--- config.mk ---
export PLATFORM = sky130hd
export DESIGN_NAME = pocket_joypad_events_flat
export DESIGN_NICKNAME = d
export VERILOG_FILES = /design/src/rtl/pocket_joypad_events_if.sv /design/src/rtl/pocket_joypad_events.sv /design/src/flat_wrapper.sv
export SDC_FILE = /design/constraint.sdc
export NUM_CORES = 1
export LEC_CHECK = 0
export CAP_MARGIN = 40
export CORE_UTILIZATION = 40
export CTS_CLUSTER_SIZE = 8
export DETAILED_ROUTE_END_ITERATION = 16
export GPL_TIMING_DRIVEN = 1
export PLACE_DENSITY = 0.66
export SYNTH_ARGS = -nofsm -noshare
export SYNTH_HDL_FRONTEND = slang
export SYNTH_SLANG_ARGS = --single-unit
--- constraint.sdc ---
create_clock -name iCLK -period 3.1 [get_ports iCLK]
set_clock_uncertainty 0.05 [all_clocks]
set_input_delay 0.31 -clock iCLK [delete_from_list [all_inputs] [get_ports iCLK]]
set_output_delay 0.31 -clock iCLK [all_outputs]
set_load 0.03 [all_outputs]
--- src/rtl/pocket_joypad_events_if.sv ---
// Button-word interface between the gamepad synchroniser side (master)
// and the event generator (slave).
interface pocket_joypad_events_if;
  logic [15:0] iJOY;
  logic [15:0] oHELD;
  logic [15:0] oPRESS;
  logic [15:0] oRELEASE;
  logic [15:0] oREPEAT;
  logic        oANY_PRESS;

  modport master (
    output iJOY,
    input  oHELD, oPRESS, oRELEASE, oREPEAT, oANY_PRESS
  );

  modport slave (
    input  iJOY,
    output oHELD, oPRESS, oRELEASE, oREPEAT, oANY_PRESS
  );
endinterface

--- src/rtl/pocket_joypad_events.sv ---
// Pocket joypad event stage: debounces the synchronised button word and
// produces held levels, press/release pulses and typematic repeat pulses.
// All timing runs off one prescaled tick shared by every bit.
module pocket_joypad_events #(
  parameter int          TICK_DIV    = 48000,
  parameter int          DB_TICKS    = 5,
  parameter int          REP_DELAY   = 400,
  parameter int          REP_RATE    = 80,
  parameter logic [15:0] REPEAT_MASK = 16'h000F
) (
  input  logic                   iCLK,
  input  logic                   iRST_N,
  pocket_joypad_events_if.slave  bus
);

  localparam int DIV_W   = (TICK_DIV > 1) ? $clog2(TICK_DIV) : 1;
  localparam int DB_W    = (DB_TICKS > 0) ? $clog2(DB_TICKS + 1) : 1;
  localparam int REP_MAX = (REP_DELAY > REP_RATE) ? REP_DELAY : REP_RATE;
  localparam int REP_W   = $clog2(REP_MAX + 1);

  typedef enum logic [1:0] {
    ST_OFF,
    ST_DELAY,
    ST_RPT
  } rep_state_e;

  logic [DIV_W-1:0] div_q;
  logic             tick;

  logic [DB_W-1:0]  db_q [16];
  logic [DB_W-1:0]  db_d [16];
  logic [15:0]      held_q, held_d;
  logic [15:0]      press_q, release_q;
  logic             any_press_q;
  logic [15:0]      rise, fall;

  rep_state_e       st_q [16];
  rep_state_e       st_d [16];
  logic [REP_W-1:0] rc_q [16];
  logic [REP_W-1:0] rc_d [16];
  logic [15:0]      rep_q, rep_d;

  // Prescaler: free-running 0..TICK_DIV-1, tick on the terminal count.
  always_ff @(posedge iCLK) begin
    // NOTE: sequential state uses <= so every register updates from pre-edge values.
    if (!iRST_N)   div_q <= '0;
    else if (tick) div_q <= '0;
    else           div_q <= div_q + 1'b1;
  end

  assign tick = (div_q == DIV_W'(TICK_DIV - 1));

  // Debounce: accept a new level after DB_TICKS consecutive disagreeing ticks.
  always_comb begin
    for (int i = 0; i < 16; i++) begin
      // NOTE: every combinational output gets a default first so no latch is inferred.
      db_d[i]   = db_q[i];
      held_d[i] = held_q[i];
      if (DB_TICKS == 0) begin
        held_d[i] = bus.iJOY[i];
        db_d[i]   = '0;
      end else if (bus.iJOY[i] == held_q[i]) begin
        db_d[i] = '0;
      end else if (tick) begin
        if (db_q[i] == DB_W'(DB_TICKS - 1)) begin
          held_d[i] = ~held_q[i];
          db_d[i]   = '0;
        end else begin
          db_d[i] = db_q[i] + 1'b1;
        end
      end
    end
  end

  assign rise = held_d & ~held_q;
  assign fall = ~held_d & held_q;

  // Held levels and edge pulses, registered together so they change on one edge.
  always_ff @(posedge iCLK) begin
    if (!iRST_N) begin
      // NOTE: the per-bit counter arrays are plain flops and are cleared on reset like any other state.
      for (int i = 0; i < 16; i++) db_q[i] <= '0;
      held_q      <= '0;
      press_q     <= '0;
      release_q   <= '0;
      any_press_q <= 1'b0;
    end else begin
      for (int i = 0; i < 16; i++) db_q[i] <= db_d[i];
      held_q      <= held_d;
      press_q     <= rise;
      release_q   <= fall;
      any_press_q <= |rise;
    end
  end

  // Repeat FSM state register, including the registered repeat pulse.
  always_ff @(posedge iCLK) begin
    if (!iRST_N) begin
      for (int i = 0; i < 16; i++) begin
        st_q[i] <= ST_OFF;
        rc_q[i] <= '0;
      end
      rep_q <= '0;
    end else begin
      for (int i = 0; i < 16; i++) begin
        st_q[i] <= st_d[i];
        rc_q[i] <= rc_d[i];
      end
      rep_q <= rep_d;
    end
  end

  // Repeat FSM next state: arm on press, count ticks, drop out on release.
  always_comb begin
    for (int i = 0; i < 16; i++) begin
      st_d[i] = st_q[i];
      rc_d[i] = rc_q[i];
      if (!REPEAT_MASK[i] || fall[i]) begin
        st_d[i] = ST_OFF;
        rc_d[i] = '0;
      end else begin
        case (st_q[i])
          ST_OFF: begin
            if (rise[i]) begin
              st_d[i] = ST_DELAY;
              rc_d[i] = '0;
            end
          end
          ST_DELAY: begin
            if (tick) begin
              if (rc_q[i] == REP_W'(REP_DELAY - 1)) begin
                st_d[i] = ST_RPT;
                rc_d[i] = '0;
              end else begin
                rc_d[i] = rc_q[i] + 1'b1;
              end
            end
          end
          ST_RPT: begin
            if (tick) begin
              if (rc_q[i] == REP_W'(REP_RATE - 1)) rc_d[i] = '0;
              else                                  rc_d[i] = rc_q[i] + 1'b1;
            end
          end
          default: begin
            st_d[i] = ST_OFF;
            rc_d[i] = '0;
          end
        endcase
      end
    end
  end

  // Repeat FSM output: pulse on the expiring tick unless a release lands on it.
  always_comb begin
    rep_d = '0;
    for (int i = 0; i < 16; i++) begin
      rep_d[i] = REPEAT_MASK[i] && !fall[i] && tick &&
                 (((st_q[i] == ST_DELAY) && (rc_q[i] == REP_W'(REP_DELAY - 1))) ||
                  ((st_q[i] == ST_RPT)   && (rc_q[i] == REP_W'(REP_RATE - 1))));
    end
  end

  assign bus.oHELD      = held_q;
  assign bus.oPRESS     = press_q;
  assign bus.oRELEASE   = release_q;
  assign bus.oREPEAT    = rep_q;
  assign bus.oANY_PRESS = any_press_q;

endmodule
--- src/flat_wrapper.sv ---
// flat-port wrapper written by rule: the top's interface ports become plain ports
module pocket_joypad_events_flat 
#(
  parameter int          TICK_DIV    = 48000,
  parameter int          DB_TICKS    = 5,
  parameter int          REP_DELAY   = 400,
  parameter int          REP_RATE    = 80,
  parameter logic [15:0] REPEAT_MASK = 16'h000F
)
  (iCLK, iRST_N, bus_iJOY, bus_oHELD, bus_oPRESS, bus_oRELEASE, bus_oREPEAT, bus_oANY_PRESS);
  pocket_joypad_events_if bus_i ();
  input  logic iCLK;
  input  logic iRST_N;
  input wire logic [$bits(bus_i.iJOY)-1:0] bus_iJOY;
  output wire logic [$bits(bus_i.oHELD)-1:0] bus_oHELD;
  output wire logic [$bits(bus_i.oPRESS)-1:0] bus_oPRESS;
  output wire logic [$bits(bus_i.oRELEASE)-1:0] bus_oRELEASE;
  output wire logic [$bits(bus_i.oREPEAT)-1:0] bus_oREPEAT;
  output wire logic [$bits(bus_i.oANY_PRESS)-1:0] bus_oANY_PRESS;
  assign bus_i.iJOY = bus_iJOY;
  assign bus_oHELD = bus_i.oHELD;
  assign bus_oPRESS = bus_i.oPRESS;
  assign bus_oRELEASE = bus_i.oRELEASE;
  assign bus_oREPEAT = bus_i.oREPEAT;
  assign bus_oANY_PRESS = bus_i.oANY_PRESS;
  pocket_joypad_events #(.TICK_DIV(TICK_DIV), .DB_TICKS(DB_TICKS), .REP_DELAY(REP_DELAY), .REP_RATE(REP_RATE), .REPEAT_MASK(REPEAT_MASK)) u_core (.iCLK(iCLK), .iRST_N(iRST_N), .bus(bus_i));
endmodule
# --- Word-level counts from Yosys, hierarchy flattened ---
# Memories as Yosys holds them, arrays and structs flattened.
# Index checks and enable logic that the tools add are counted.
classes:
  add_sub_neg: 21
  eq_ne: 49
  mux: 194
  bitwise_logic: 69
  reduce_logical: 30
ops:
  columns: ["operator", "n"]
  rows:
  - ["2-to-1 mux 9 bit", 40]
  - ["2-to-1 mux 3 bit", 64]
  - ["case mux 9 bit (3 select lines)", 4]
  - ["2-to-1 mux 2 bit", 32]
  - ["2-to-1 mux 1 bit", 50]
  - ["adder 3 x 1 -> 3 bit (second input constant)", 16]
  - ["equality test 3 bit (second input constant)", 16]
  - ["OR 1 bit", 48]
  - ["adder 9 x 1 -> 9 bit (second input constant)", 4]
  - ["equality test 9 x 7 -> 1 bit (second input constant)", 4]
  - ["equality test 9 bit (second input constant)", 4]
  - ["AND 16 bit", 2]
  - ["NOT 16 bit", 2]
  - ["case mux 2 bit (3 select lines)", 4]
  - ["NOT 1 bit", 17]
  - ["adder 16 x 1 -> 16 bit (second input constant)", 1]
  - ["equality test 1 bit", 16]
  - ["equality test 16 bit (second input constant)", 1]
  - ["logical AND 1 bit", 16]
  - ["OR reduction 16 bit", 1]
  - ["equality test 2 x 1 -> 1 bit (second input constant)", 4]
  - ["equality test 2 bit (second input constant)", 4]
  - ["logical NOT 2 bit", 4]
  - ["logical NOT 1 bit", 4]
  - ["other kinds (2)", 5]
word_totals:
  reg_bits: 81
  ram_bits: 224
  out_inout_bits: 65
  elab_cells: 373
  memories: 3
memory_table:
  columns: ["name", "words", "word_bits", "read_ports", "rd_ports_with_merged_regs", "wr", "line", "source"]
  rows:
  - ["u_core.rc_q", 16, 9, 4, 0, 16, "pocket_joypad_events.sv:39", "logic [REP_W-1:0] rc_q [16];"]
  - ["u_core.db_q", 16, 3, 16, 0, 16, "pocket_joypad_events.sv:30", "logic [DB_W-1:0] db_q [16];"]
  - ["u_core.st_q", 16, 2, 4, 0, 16, "pocket_joypad_events.sv:37", "rep_state_e st_q [16];"]

# --- Longest topological paths before layout ---
# Gate-level depths: netlist of run 1.
# An unclocked memory read counts as a cell.
logic_depth:
  depth_word: 10
  depth_mapped: 9
  depth_no_buf: 7

# --- Worst setup path after synthesis of run 1 ---
# No wires, ideal clock.
synth_path:
  path_type: "register to register"
  from: "reg u_core.div_q[10]"
  to: "mem u_core.rc_q[0][11] in the netlist's numbering"
  setup_ps: 131
  t_arrival_ps: 2231
  t_required_ps: 2919
  setup_slack_ps: 687
  stages_incl_launch_ff: 8
  period_less_slack_ps: 2413
  cell_sequence: "dfxtp_1 > or4b_4 > or4_4 > buf_6 > o21a_1 > buf_6 > o311ai_4 > o41ai_2"
synth_rtl:
  columns: ["item", "line", "source"]
  rows:
  - ["start, declared", "pocket_joypad_events.sv:27", "logic [DIV_W-1:0] div_q;"]
  - ["start signal, assigned", "pocket_joypad_events.sv:48", "else div_q <= div_q + 1'b1;"]
  - ["end, declared", "pocket_joypad_events.sv:39", null]

==> results of run 1 <==
-- final timing paths --
| check | start | cells after the start | to | slack, ns |
|---|---|---|---|---|
| worst min register to register | u_core.db_q[10][1] | 2 | u_core.db_q[10][1] | 0.42 |
| worst max-delay path | u_core.div_q[0] | 6 | u_core.rc_q[0][18] | 0.37 |
| worst max register to register | u_core.div_q[0] | 6 | u_core.rc_q[0][18] | 0.37 |
| worst min-delay path | u_core.db_q[10][1] | 2 | u_core.db_q[10][1] | 0.42 |
-- where the power goes --
group          internal, mW  leakage (nW)  switching [mW]  total [mW]
Clock                  1.39         0.307           0.855        2.25
Combinational        0.0375          1.66          0.0817       0.119
Sequential             2.07          1.30         0.00335        2.07
-- synth_stat cells, drive strengths merged (2+ instances only) --
| master | count |
|---|---|
| o311ai | 4 |
| nor2b | 9 |
| o311a | 2 |
| a32oi | 3 |
| dfxtp | 161 |
| or4bb | 3 |
| o21a | 8 |
| o31ai | 8 |
| clkbuf | 16 |
| ha | 53 |
| or2 | 9 |
| or3 | 25 |
| nor4 | 4 |
| and3 | 10 |
| a211oi | 19 |
| buf | 30 |
| nor4b | 12 |
| nor3b | 2 |
| a21oi | 70 |
| and2 | 2 |
| nand3b | 16 |
| or4b | 6 |
| nand2 | 127 |
| nor3 | 12 |
| nand4 | 29 |
| o41ai | 2 |
| xnor2 | 7 |
| or4 | 2 |
| o22ai | 24 |
| mux2i | 4 |
| a31oi | 4 |
| o211ai | 6 |
| nand3 | 44 |
| nor2 | 79 |
| a22oi | 8 |
| nand4b | 13 |
| o21ai | 53 |
| xor2 | 21 |
| inv | 50 |
| a31o | 2 |
-- flip-flops by register name, indices dropped and copies added (netlist names) --
name,flops
u_core.bus.oANY_PRESS,1
u_core.bus.oHELD,16
u_core.bus.oPRESS,16
u_core.bus.oRELEASE,16
u_core.bus.oREPEAT,4
u_core.db_q,48
u_core.div_q,16
u_core.rc_q,36
u_core.st_q,8
-- tightest hold or removal path: stages, from the launching register on --
cell and delay, ns:
dfxtp_1 0.32, nand2_1 0.06, a21oi_1 0.05
-- cells in the final DEF, fill, tap and decap left out, types with 6 or more instances in the layout --
cell             count
a211oi_1            19
a21oi_1             70
a22oi_1              8
and3_1              10
buf_4               16
clkbuf_16           17
clkdlybuf4s50_1     70
conb_1              12
dfxtp_1            161
ha_1                53
inv_1               50
nand2_1            127
nand3_1             42
nand3b_1            16
nand4_1             29
nand4b_1            13
nor2_1              79
nor2b_1              9
nor3_1              10
nor4b_1             12
o211ai_1             6
o21a_1               8
o21ai_0             46
o21ai_1              6
o22ai_1             24
o31ai_1              8
or2_2                9
or3_1               25
xnor2_1              7
xor2_1              21
-- through the flow --
step                area (um^2)  hold slack, ns  util, %
detailed placement         9080           0.405     46.1
CTS                        9710           0.420     49.3
global route               9710           0.443     49.3
finish                     9710           0.421     49.3
floorplan                  8180           0.337        -
global placement           9080           0.397     46.0
-- per-layer routing --
layer / share of wire (%) / GRT usage, % / vias up
met2: 47 / 30.5 / 158
met4: 1.4 / 5.93 / 0
li1: - / - / 3578
met1: 47 / 23.7 / 3257
met3: 5.0 / 4.83 / 20
met5: 0 / 0 / -
-- cell families (layout without fill, tap and decap cells) --
logic type / Yosys count / count (layout) / share of synthesized area, %
xor+xnor: 28 / 28 / 3.01
simple gates: 408 / 408 / 26.4
mux: 4 / 4 / 0.492
other cells: 1 / 12 / 0.0461
compound gates: 215 / 215 / 16.8
flops: 161 / 161 / 39.6
fa+ha+maj: 53 / 53 / 8.15
buf+inv: 97 / 169 / 5.54
-- cell type report --
type | count | area, um^2 | share of cell area, %
tap | 265 | 332 | 3.41
inverter | 51 | 191 | 1.97
timing repair buffer | 87 | 826 | 8.50
sequential | 161 | 3220 | 33.2
clock buffer | 20 | 457 | 4.70
multi-input combinational | 720 | 4510 | 46.4
clock inverter | 11 | 176 | 1.82
==> qor.yml, run 1 <==
global_route:
  grt_pass1_vias: 6533
  grt_usage_pct: 18.6
  grt_first_pass_wirelength_um: 30900
  antenna_found_initial: 0
  grt_overflow_total: 0
  grt_max_degree: 47
place:
  io_buffers: 70
  gp_congestion: 0.806
  post-place-ws_ns: 0.392
  dp_hpwl_um: 12900
  place_inst: 1284
synthesis:
  seq_area_frac_synth_pct: 39.6
  ys.flop_type: "dfxtp_1"
  synth_seq_cells: 161
  yosys_warnings: 0
  synth_cells: 967
  synth.area.top_cells: "dfxtp_1 40%, ha_1 8.2%, nand2_1 5.9%, a21oi_1 4.3%, nor2_1 3.6%"
  syn_area_per_cell_um2: 8.41
  netlist-cell-type-count: 60
  netlist_area_um2: 8130
  yosys.area.top_type: "dfxtp_1"
  async_flop_share_pct: 0
  synth_edf_count: 0
  synth_top_area_share_pct: 39.6
timing:
  grt_setup_unrepaired: "no"
  setup_tns_ns: 0
  fin_crit_ns: 2.73
  tightest_slew_ns: 0.734
  finalHoldViolCount: 0
  report.final.slew_viol_count: 0
  fmax_ghz: 0.366
  setup_viol: 0
  fin_crit_sh_pct: 88.2
  setup_ws_ns: 0.365
  slew-limit-headroom_pct: 50.9
finish:
  finalNetCount: 1109
  fillers: 1864
  fin_cells: 1315
  drive_gt1_share_pct: 7.24
  antenna_cells: 0
  layout-area-overhead-vs-synth_pct: 19.4
status:
  outcome: "finished clean"
route:
  drt_iter0_drc: 424
  final_antenna_net_count: 0
  drt_drc_violations_left: 0
  firstDrtPassIters: 5
  routed_via_density: 5.33
  wl_per_cell_um: 14.2
  vias: 7013
  wl_um: 18700
critical_path:
  crit_path_start_kind: "flop"
  end_kind: "flop"
  crit_slowest_cell: "or4_2"
  worstPathMaxFanout: 8
  path_class: "reg -> reg"
  worst_ep_arrival_time_ns: 3.02
  cp.required_ns: 3.39
  critPathBufInv: 0
  cp_slowest_stage_delay_ns: 0.79
  cp_cell_sequence: "ha_1 > nand4_1 > or4_2 > o21ai_0 > nand3_1 > o31ai_1"
  critPathTopFamily: "simple AND/OR/NAND/NOR gates"
clock_network:
  clk_latency_ns: 0.43
  cts_setup_buffers: 0
  clk_pin_slew_ns: 0.07
  cts_root_buf: "clkbuf_16"
  cts-hold-fix-buffers: 0
  clock_path_buffers: 2
  htreeDepth: 4
  cts_num_sinks: 161
  cts_tree: "done"
  cts_resized: 0
  numCtsBuffers: 17
job:
  max_cap_violations: 0
pwr:
  peakVddDrop_mv: 0.414
  power.density_nw_per_um2: 457
  p_leak_nw: 3.26
  power_mw: 4.44
floorplanning:
  die_h_um: 145
  rows: 51
  die_x_um: 145
  io_pins: 83
  dieArea_um2: 20900
  start_util_pct: 41.3
  core_um2: 19700
worst_hold_path:
  hold_path.class: "reg -> reg"
Power figures use the tool's default switching activity.
==> run 2, diff against run 1 <==
--- a/config.mk
+++ b/config.mk
@@ -10,6 +10,7 @@
 export CTS_CLUSTER_SIZE = 8
 export DETAILED_ROUTE_END_ITERATION = 16
 export GPL_TIMING_DRIVEN = 1
+export MAX_ROUTING_LAYER = met4
 export PLACE_DENSITY = 0.66
 export SYNTH_ARGS = -nofsm -noshare
 export SYNTH_HDL_FRONTEND = slang
==> qor.yml, run 2 (synthesized netlist as in run 1, its figures left out) <==
status:
  outcome: "finished clean"
clock_network:
  clock_path_buffers: 2  # unchanged
  cts_setup_buffers: 0  # unchanged
  clk_pin_slew_ns: 0.07  # about the same
  cts_num_sinks: 161  # unchanged
  numCtsBuffers: 17  # unchanged
  clk_latency_ns: 0.43  # about the same
  htreeDepth: 4  # unchanged
  cts_resized: 0  # unchanged
  cts_tree: "done"
  cts-hold-fix-buffers: 0  # unchanged
  cts_root_buf: "clkbuf_16"
finish:
  layout-area-overhead-vs-synth_pct: 19.4  # unchanged
  finalNetCount: 1109  # unchanged
  mostFrequentLayoutCells: "161 x dfxtp_1, 127 x nand2_1, 79 x nor2_1"
  final_common_cell: "dfxtp_1"
  antenna_cells: 0  # unchanged
  largest_register: "u_core.db_q"
  top_regs: "u_core.db_q (48), u_core.rc_q (36)"
  drive_gt1_share_pct: 7.24  # unchanged
  largest_reg_flops: 48  # unchanged
  utilization_pct: 49.3  # unchanged
critical_path:
  worst_ep_arrival_time_ns: 3.02  # about the same
  rrSetupSlack_ns: 0.37  # about the same
  crit_path_start_kind: "flop"
  worstPathMaxFanout: 8  # unchanged
  end_kind: "flop"
  path_class: "reg -> reg"
  cp.required_ns: 3.39  # about the same
timing:
  fmax_ghz: 0.366  # +0.12%
  setup_tns_ns: 0  # unchanged
  fin_crit_ns: 2.73  # -0.00319 ns
  finalHoldWorstSlack_ns: 0.421  # +0.00000100 ns
  tightest_slew_ns: 0.730  # -0.00419 ns
  slew-limit-headroom_pct: 51.2  # +0.28 points
  grt_setup_unrepaired: "no"
  finalHoldViolCount: 0  # unchanged
  setup_viol: 0  # unchanged
  fin_crit_sh_pct: 88.1  # -0.10 points
  report.final.slew_viol_count: 0  # unchanged
place:
  gp_congestion: 0.818  # +1.5%
  dp_hpwl_um: 12900  # unchanged
  io_buffers: 70  # unchanged
floorplanning:
  die_x_um: 145  # unchanged
  core_um2: 19700  # unchanged
  start_util_pct: 41.3  # unchanged
  dieArea_um2: 20900  # unchanged
  rows: 51  # unchanged
  io_pins: 83  # unchanged
  die_h_um: 145  # unchanged
worst_hold_path:
  hold_path.class: "reg -> reg"
pwr:
  power_mw: 4.44  # about the same
  p_leak_nw: 3.26  # unchanged
  peakVddDrop_mv: 0.415  # +0.18%
  power.density_nw_per_um2: 457  # about the same
global_route:
  grt_pass1_vias: 6535  # +0.031%
  grt_first_pass_wirelength_um: 30900  # about the same
  antenna_found_initial: 0  # unchanged
  grt_max_degree: 47  # unchanged
  grt_usage_pct: 19.2  # +0.57 points
  grt_overflow_total: 0  # unchanged
route:
  wl_per_cell_um: 14.2  # about the same
  final_antenna_net_count: 0  # unchanged
  firstDrtPassIters: 5  # unchanged
  wl_um: 18700  # about the same
  drt_drc_violations_left: 0  # unchanged
  routed_via_density: 5.34  # about the same
  drt_iter0_drc: 446  # +5.2%
  vias: 7020  # +0.10%
job:
  max_cap_violations: 0  # unchanged
==> run 2: final cells by class <==
cell class | instances | area (um^2)
inverter | 51 | 191
clock buffer | 20 | 457
sequential | 161 | 3220
timing repair buffer | 87 | 826
fill | 1864 | 10000
multi-input combinational | 720 | 4510
tap | 265 | 332
clock inverter | 11 | 176
==> run 2: worst max-delay path, cell delays in order (launching register included) <==
cell     delay (ns)
dfxtp_1        0.37
ha_1           0.23
nand4_1        0.23
or4_2          0.79
o21ai_0        0.34
nand3_1        0.35
o31ai_1        0.29
==> run 2: power breakdown <==
group	internal (mW)	leakage [nW]	switching [mW]	total, mW
combinational	0.0375	1.66	0.0816	0.119
sequential	2.07	1.30	0.00335	2.07
clock	1.39	0.307	0.854	2.25
==> run 2: worst paths after layout <==
check,cells past startpoint,to,startpoint
min reg2reg,2,u_core.db_q[10][1],u_core.db_q[10][1]
max reg2reg,6,u_core.rc_q[0][18],u_core.div_q[0]
max,6,u_core.rc_q[0][18],u_core.div_q[0]
min,2,u_core.db_q[10][1],u_core.db_q[10][1]
==> run 2: per-stage QoR <==
| step | area (um^2) | cells | worst slack, ns |
|---|---|---|---|
| 2_1_floorplan | 8180 | 978 | 0.687 |
| 3_3_place_gp | 9080 | 1283 | 0.452 |
| 3_5_place_dp | 9080 | 1284 | 0.392 |
| 4_1_cts | 9710 | 1315 | 0.365 |
| 5_1_grt | 9710 | 1315 | 0.152 |
| 6_report | 9710 | 1315 | 0.369 |
==> run 2: per-layer routing <==
metal  vias to the layer above  global-route usage (%)  part of all wire (%)
met1                      3265                    23.8                    47
met5                         -                       -                     0
met4                         0                    5.60                   1.3
li1                       3577                       -                     -
met2                       158                    30.5                    47
met3                        20                    4.80                   4.6
